**config.mk**
```make
export PLATFORM = sky130hd
export DESIGN_NAME = shiftregister_burst
export DESIGN_NICKNAME = d
export VERILOG_FILES = /design/src/rtl/shiftregister_burst_pkg.sv /design/src/rtl/shiftregister_burst_step.sv /design/src/rtl/shiftregister_burst.sv
export SDC_FILE = /design/constraint.sdc
export NUM_CORES = 1
export LEC_CHECK = 0
export CAP_MARGIN = 10
export CORE_MARGIN = 2
export CORE_UTILIZATION = 40
export DETAILED_ROUTE_END_ITERATION = 10
export GPL_TIMING_DRIVEN = 0
export PLACE_DENSITY = 0.75
export SLEW_MARGIN = 30
export SYNTH_ARGS = -nofsm -noshare
export SYNTH_HDL_FRONTEND = slang
export SYNTH_SLANG_ARGS = --single-unit
```
**constraint.sdc**
```tcl
create_clock -name clk_i -period 4.3 [get_ports clk_i]
set_clock_uncertainty 0.1 [all_clocks]
set_input_delay 0.645 -clock clk_i [delete_from_list [all_inputs] [get_ports clk_i]]
set_output_delay 0.645 -clock clk_i [all_outputs]
set_load 0.01 [all_outputs]
```
**src/rtl/shiftregister_burst_pkg.sv**
```systemverilog
// Shared types for the burst shift register: command modes and controller states.
package shiftregister_burst_pkg;

  typedef enum logic [2:0] {
    MODE_HOLD = 3'b000,
    MODE_LOAD = 3'b001,
    MODE_SHL  = 3'b010,
    MODE_SHR  = 3'b011,
    MODE_ROL  = 3'b100,
    MODE_ROR  = 3'b101,
    MODE_ASR  = 3'b110,
    MODE_RSVD = 3'b111
  } mode_t;

  typedef enum logic {
    IDLE = 1'b0,
    BUSY = 1'b1
  } state_t;

  function automatic logic is_shift(input mode_t mode);
    return (mode inside {MODE_SHL, MODE_SHR, MODE_ROL, MODE_ROR, MODE_ASR});
  endfunction

endpackage

```
**src/rtl/shiftregister_burst_step.sv**
```systemverilog
// Combinational single-step shift/rotate; non-shift modes pass the value through.
module shiftregister_burst_step
  import shiftregister_burst_pkg::*;
#(
  parameter int DATASIZE = 8
) (
  input  logic [DATASIZE-1:0] value,
  input  mode_t               mode,
  input  logic                ser_in_msb,
  input  logic                ser_in_lsb,
  output logic [DATASIZE-1:0] next_value
);

  always_comb begin
    next_value = value;
    case (mode)
      MODE_SHL: next_value = {value[DATASIZE-2:0], ser_in_lsb};
      MODE_SHR: next_value = {ser_in_msb, value[DATASIZE-1:1]};
      MODE_ROL: next_value = {value[DATASIZE-2:0], value[DATASIZE-1]};
      MODE_ROR: next_value = {value[0], value[DATASIZE-1:1]};
      MODE_ASR: next_value = {value[DATASIZE-1], value[DATASIZE-1:1]};
      default:  next_value = value;
    endcase
  end

endmodule

```
**src/rtl/shiftregister_burst.sv**
```systemverilog
// Multi-cycle shift/rotate register with valid/ready command handshake.
// Optional abort input enabled by defining SHIFTREG_BURST_ABORT_EN.
//
// state | meaning
// IDLE  | ready for a command; LOAD/HOLD/zero-count complete here in one edge
// BUSY  | stepping the latched mode once per edge until remaining reaches 1
module shiftregister_burst
  import shiftregister_burst_pkg::*;
#(
  parameter int DATASIZE  = 8,
  parameter int COUNTSIZE = 4
) (
  input  logic                 clk_i,
  input  logic                 rst_i,
  input  logic                 cmd_valid_i,
  output logic                 cmd_ready_o,
  input  logic [2:0]           mode_i,
  input  logic [COUNTSIZE-1:0] count_i,
  input  logic [DATASIZE-1:0]  load_value_i,
  input  logic                 ser_in_msb_i,
  input  logic                 ser_in_lsb_i,
`ifdef SHIFTREG_BURST_ABORT_EN
  input  logic                 abort_i,
`endif
  output logic [DATASIZE-1:0]  value_o,
  output logic                 busy_o,
  output logic                 done_o
);

  state_t               state_q, state_d;
  mode_t                mode_q, mode_d;
  logic [COUNTSIZE-1:0] remaining_q, remaining_d;
  logic [DATASIZE-1:0]  value_q, value_d, step_value;
  logic                 done_q, done_d;
  logic                 abort;
  mode_t                cmd_mode;

  assign cmd_mode = mode_t'(mode_i);

`ifdef SHIFTREG_BURST_ABORT_EN
  assign abort = abort_i;
`else
  assign abort = 1'b0;
`endif

  shiftregister_burst_step #(.DATASIZE(DATASIZE)) u_step (
    .value      (value_q),
    .mode       (mode_q),
    .ser_in_msb (ser_in_msb_i),
    .ser_in_lsb (ser_in_lsb_i),
    .next_value (step_value)
  );

  always_ff @(posedge clk_i) begin
    if (rst_i) begin
      state_q     <= IDLE;
      mode_q      <= MODE_HOLD;
      remaining_q <= '0;
      value_q     <= '0;
      done_q      <= 1'b0;
    end else begin
      state_q     <= state_d;
      mode_q      <= mode_d;
      remaining_q <= remaining_d;
      value_q     <= value_d;
      done_q      <= done_d;
    end
  end

  always_comb begin
    state_d     = state_q;
    mode_d      = mode_q;
    remaining_d = remaining_q;
    value_d     = value_q;
    done_d      = 1'b0;
    case (state_q)
      IDLE: begin
        if (cmd_valid_i) begin
          if (cmd_mode == MODE_LOAD) begin
            value_d = load_value_i;
            done_d  = 1'b1;
          end else if (is_shift(cmd_mode) && (count_i != '0)) begin
            mode_d      = cmd_mode;
            remaining_d = count_i;
            state_d     = BUSY;
          end else begin
            done_d = 1'b1;
          end
        end
      end
      BUSY: begin
        if (abort) begin
          // Partial result is kept; an aborted burst never reports done.
          remaining_d = '0;
          state_d     = IDLE;
        end else begin
          value_d     = step_value;
          remaining_d = remaining_q - COUNTSIZE'(1);
          if (remaining_q == COUNTSIZE'(1)) begin
            state_d = IDLE;
            done_d  = 1'b1;
          end
        end
      end
      default: state_d = IDLE;
    endcase
  end

  assign cmd_ready_o = (state_q == IDLE);
  assign busy_o      = (state_q == BUSY);
  assign value_o     = value_q;
  assign done_o      = done_q;

endmodule
```
Word-level counts from Yosys, hierarchy flattened. Index checks and enable logic that the tools add are counted.

Bits of input ports: 20. Bits in registers: 17. Output and inout port bits: 11. Word-level logic and storage cells: 53.

Reduce and logical (&&, ||, !) cells: 7. Muxes and demuxes: 18. Equal/unequal tests: 19. Bitwise operators: 2. $add $sub $neg: 1.

Operators by type and width (count): $pmux W8 S5 (1); $eq A3 B3 Y1 const B (6); $mux W8 (2); $pmux W8 S2 (1); $eq A3 B2 Y1 const B (4); $mux W4 (3); $mux W1 (8); $pmux W4 S2 (1); $reduce_and A4 Y1 (2); $ne A2 B2 Y1 const B (3); $ne A6 B1 Y1 const B (1); $reduce_and A3 Y1 (2); $ne A5 B1 Y1 const B (1); $reduce_bool A5 Y1 (1); $eq A4 B1 Y1 const B (1); $ne A2 B1 Y1 const B (2); $pmux W1 S2 (2); $reduce_bool A4 Y1 (1); $sub A4 B1 Y4 const B (1); $eq A3 B1 Y1 const B (1); $not A1 Y1 (2); $logic_and A1 B1 Y1 (1).

Logic depth before layout (Yosys ltp).
Depth after elaboration: 7. Mapped depth: 6. Mapped depth without buffers: 5.

Cells and area by module. Synthesis repeated with hierarchy kept, for this count alone.

Cell total of the unflattened synthesis: 134. Area, all modules: 1197.4 um^2.

Modules (own cells, without submodules): shiftregister_burst (seq. area each 340.3 um^2, times used 1, area each 832.0 um^2, cells an instance 89); shiftregister_burst_step (seq. area each 0.0 um^2, times used 1, area each 365.4 um^2, cells an instance 45).

Worst setup path before layout. OpenSTA, ideal clock, no wires.

Kind: input port to flip-flop. Start: in count_i[2]. End: reg remaining_q[0]. Setup time: 0.074 ns. Setup slack: 2.249 ns. Path buffers: 1. Required time: 4.126 ns. Stages: 5. Arrival time: 1.877 ns. Cells stage by stage: or4_4 and4b_1 buf_6 a221o_1 a31oi_1.

Longest elaborated chain between the ends: 4.

RTL lines: start: declaration (RTL line shiftregister_burst.sv:18) `input logic [COUNTSIZE-1:0] count_i,`; $reduce_bool A4 Y1 (RTL line shiftregister_burst.sv:82) `end else if (is_shift(cmd_mode) && (count_i != '0)) begin`; $logic_and A1 B1 Y1 (RTL line shiftregister_burst.sv:82); $ne A2 B1 Y1 (no source line); $reduce_and A3 Y1 (no source line); end signal: assignment (RTL line shiftregister_burst.sv:64) `remaining_q <= remaining_d;`; end: declaration (RTL line shiftregister_burst.sv:32) `logic [COUNTSIZE-1:0] remaining_q, remaining_d;`.

Every way passes these cells. A chain may end at the register's enable or synchronous reset.

Final worst setup path.
Start: reg state_q (netlist: busy_o). End: out cmd_ready_o.

Longest elaborated chain between the ends: 1.

RTL lines: start: declaration (RTL line shiftregister_burst.sv:30) `state_t state_q, state_d;`; start signal: assignment (RTL line shiftregister_burst.sv:62) `state_q <= state_d;`; $not A1 Y1 (no source line); end: declaration (RTL line shiftregister_burst.sv:16) `output logic cmd_ready_o,`.

Every way passes these cells.

==> results.md <==
- Starting Density: 0.4307
- Syn Inst Count: between 100 and 150
- Synth warn: 0
- F_max: between 300 and 400 MHz
- Proportion of layout cells with a drive suffix above 1: 0.06509
- Row cnt: 18
- Worst-Skew Late Latency: 0.30 ns
- Number of synthesized flops with an enable pin: 0
- Max Cap Viol: 0
- Synth cell types: 41
- Period utilization: 0.6375
- Fill cell count: 238
- Critical path endpoint category: primary output
- Commonest non-fill, non-tap cells in the layout: clkdlybuf4s50_1, nor2_1, dfxtp_1
- CTS root buf: clkbuf_4
- Most used DFF post-synth: dfxtp_1
- Chip height: 56.35 um
- Die X: 56.35 um
- Total power: 0.3958 mW
- Critical path, cell by cell: clkbuf_1 > inv_1 > clkbuf_1 > clkdlybuf4s50_1
- CP max-delay cell: clkdlybuf4s50_1
- Mapped cell area: 1096 um2
- GRT overflow: 0
- I/O Pins: 31
- Fin. max-slew vios: 0
- Worst path max stage delay: 0.63 ns
- DRT antenna net count: 0
- WL final: between 2000 and 3000 um
- Router iterations before antenna repair: 4
- Critical path peak fanout: 10
- Ys async rst share: 0
- Via-per-instance ratio: 5.854
- Post-CTS Setup Bufs: 0
- Cell mode on critical path: clkbuf_1
- Number of buffers created by CTS: 3
- Detailed-route wire length per cell: 14.26 um
- Vias: 1165
- PD cells: 272.7 nW/um2
- Hold_buf cts: 0
- Cells on worst reg2reg path: 6
- First-pass GRT wire length: approximately 4800 um
- Final Hold Fails: 0
- H-tree levels: 1
- Crit path kind: reg2out
- Maximum VDD drop: 176.0 uV
- Initial antenna violation count: 0
- Most common cell after layout, fill and taps aside: clkdlybuf4s50_1
- Diodes inserted: 0
- Yosys reg bits: 17
- All-Layer GR Usage: 0.1855
- Relative slew slack: 0.6589
- Crit path DAT: 2.00 ns
- Required @ worst endpoint: approximately 3.6 ns
- Status: completed
- Final Critical Period: 2.741 ns
- Startpoint types: flip-flop
- Final net count: about 190
- Setup ws final: around 1.6 ns
- Clock transition at path regs: roughly 0.11 ns
- Routability congestion estimate: 0.8150
- DP HPWL: 2099 um
- Seq/Total Area, Yosys: 0.3105
- Post-place setup slack: roughly 1.8 ns
- Worst Hold Depth: 2
- Final setup violation count: 0
- Pin count of the biggest net entering global routing: 11
- Mapped Nets: 158
- Remaining DRCs: 0
- Die footprint: between 3000 and 4000 um2
- DRT iter0 DRCs: 25
- Min-Delay Path Class: reg2reg
- Buffer depth of the longest clock path: 2
- Clk sink count: 17
- Vias in the first global route: 1041
- Least-Margin Pin Slew: 0.5117 ns
- Design Area, Final: 1451 um2
- Setup TNS: 0 ns
- Unrepaired setup endpoints after global routing: false
- Placeable Area: 2545 um2
- Placed inst area: 1424 um2
- I/O Buffers: 29
- Syn Area/Cell: 8.059 um2
- Layout area overhead: 32.42%
- Leakage power: 0.5577 nW
- Resize count post-CTS: 0
- TritonCTS clock tree: yes
layout make-up:
| cell class | count | area, um2 | area share |
|---|---|---|---|
| timing repair buffer | 29 | 290.3 | 0.2000 |
| tap | 30 | 37.54 | 0.02586 |
| multi-input combinational | 101 | 674.4 | 0.4647 |
| sequential | 17 | 340.3 | 0.2345 |
| clock buffer | 3 | 22.52 | 0.01552 |
| buffer | 13 | 62.56 | 0.04310 |
| clock inverter | 1 | 5.005 | 0.003448 |
| inverter | 5 | 18.77 | 0.01293 |
per-stage QoR:
step	instances	hold slack (ns)	utilization
finish	199	0.4492	0.5703
global route	199	0.4828	0.5703
CTS	199	0.4530	0.5703
detailed placement	195	0.4326	0.5595
global placement	195	0.4165	0.5595
floorplan	136	0.4058	-
sequential cells by signal, indices dropped and copies added (netlist names):
register     flops
value_o          8
remaining_q      4
mode_q           3
busy_o           1
done_o           1
layer usage:
| metal | track usage | share of wire |
|---|---|---|
| met5 | 0 | 0 |
| met4 | 0.03741 | 0.0053 |
| met3 | 0.05991 | 0.058 |
| met2 | 0.2857 | 0.46 |
| met1 | 0.2546 | 0.47 |
worst max-delay path, delay by kind of cell, from the launching register on:
family | cells | cell delay (ns)
buffers and inverters | 4 | 1.36
flip-flops | 1 | 0.34
synth_stat cells, drive strengths merged (5+ instances only):
master | number | share of area
a21o | 5 | 0.034
a21oi | 5 | 0.023
a311oi | 9 | 0.072
buf | 7 | 0.037
clkbuf | 6 | 0.021
dfxtp | 17 | 0.31
inv | 5 | 0.017
mux2i | 6 | 0.055
nand2 | 13 | 0.045
nor2 | 20 | 0.068
o211ai | 5 | 0.034
final timing paths:
| path | from | end | slack, ns |
|---|---|---|---|
| setup / recovery | busy_o | cmd_ready_o | 1.56 |
| hold / removal | value_o[4] | value_o[4] | 0.45 |
| setup reg to reg | busy_o | value_o[1] | 2.38 |
| hold reg to reg | value_o[4] | value_o[4] | 0.45 |
power by group:
| part | internal, mW | switching (mW) | leakage (nW) |
|---|---|---|---|
| sequential | 0.171 | 0.0136 | 0.139 |
| combinational | 0.0634 | 0.0595 | 0.401 |
| clock | 0.0347 | 0.0539 | 0.0177 |
kinds of logic (layout without fill, tap and decap cells):
| group | after synthesis | after routing | synth area share |
|---|---|---|---|
| simple gates | 49 | 49 | 0.2215 |
| compound gates | 39 | 39 | 0.2751 |
| buf+inv | 18 | 51 | 0.07419 |
| flops | 17 | 17 | 0.3105 |
| mux | 6 | 6 | 0.05480 |
| xor+xnor | 4 | 4 | 0.03197 |
| fa+ha+maj | 3 | 3 | 0.03196 |
(Power assumes the default switching activity.)
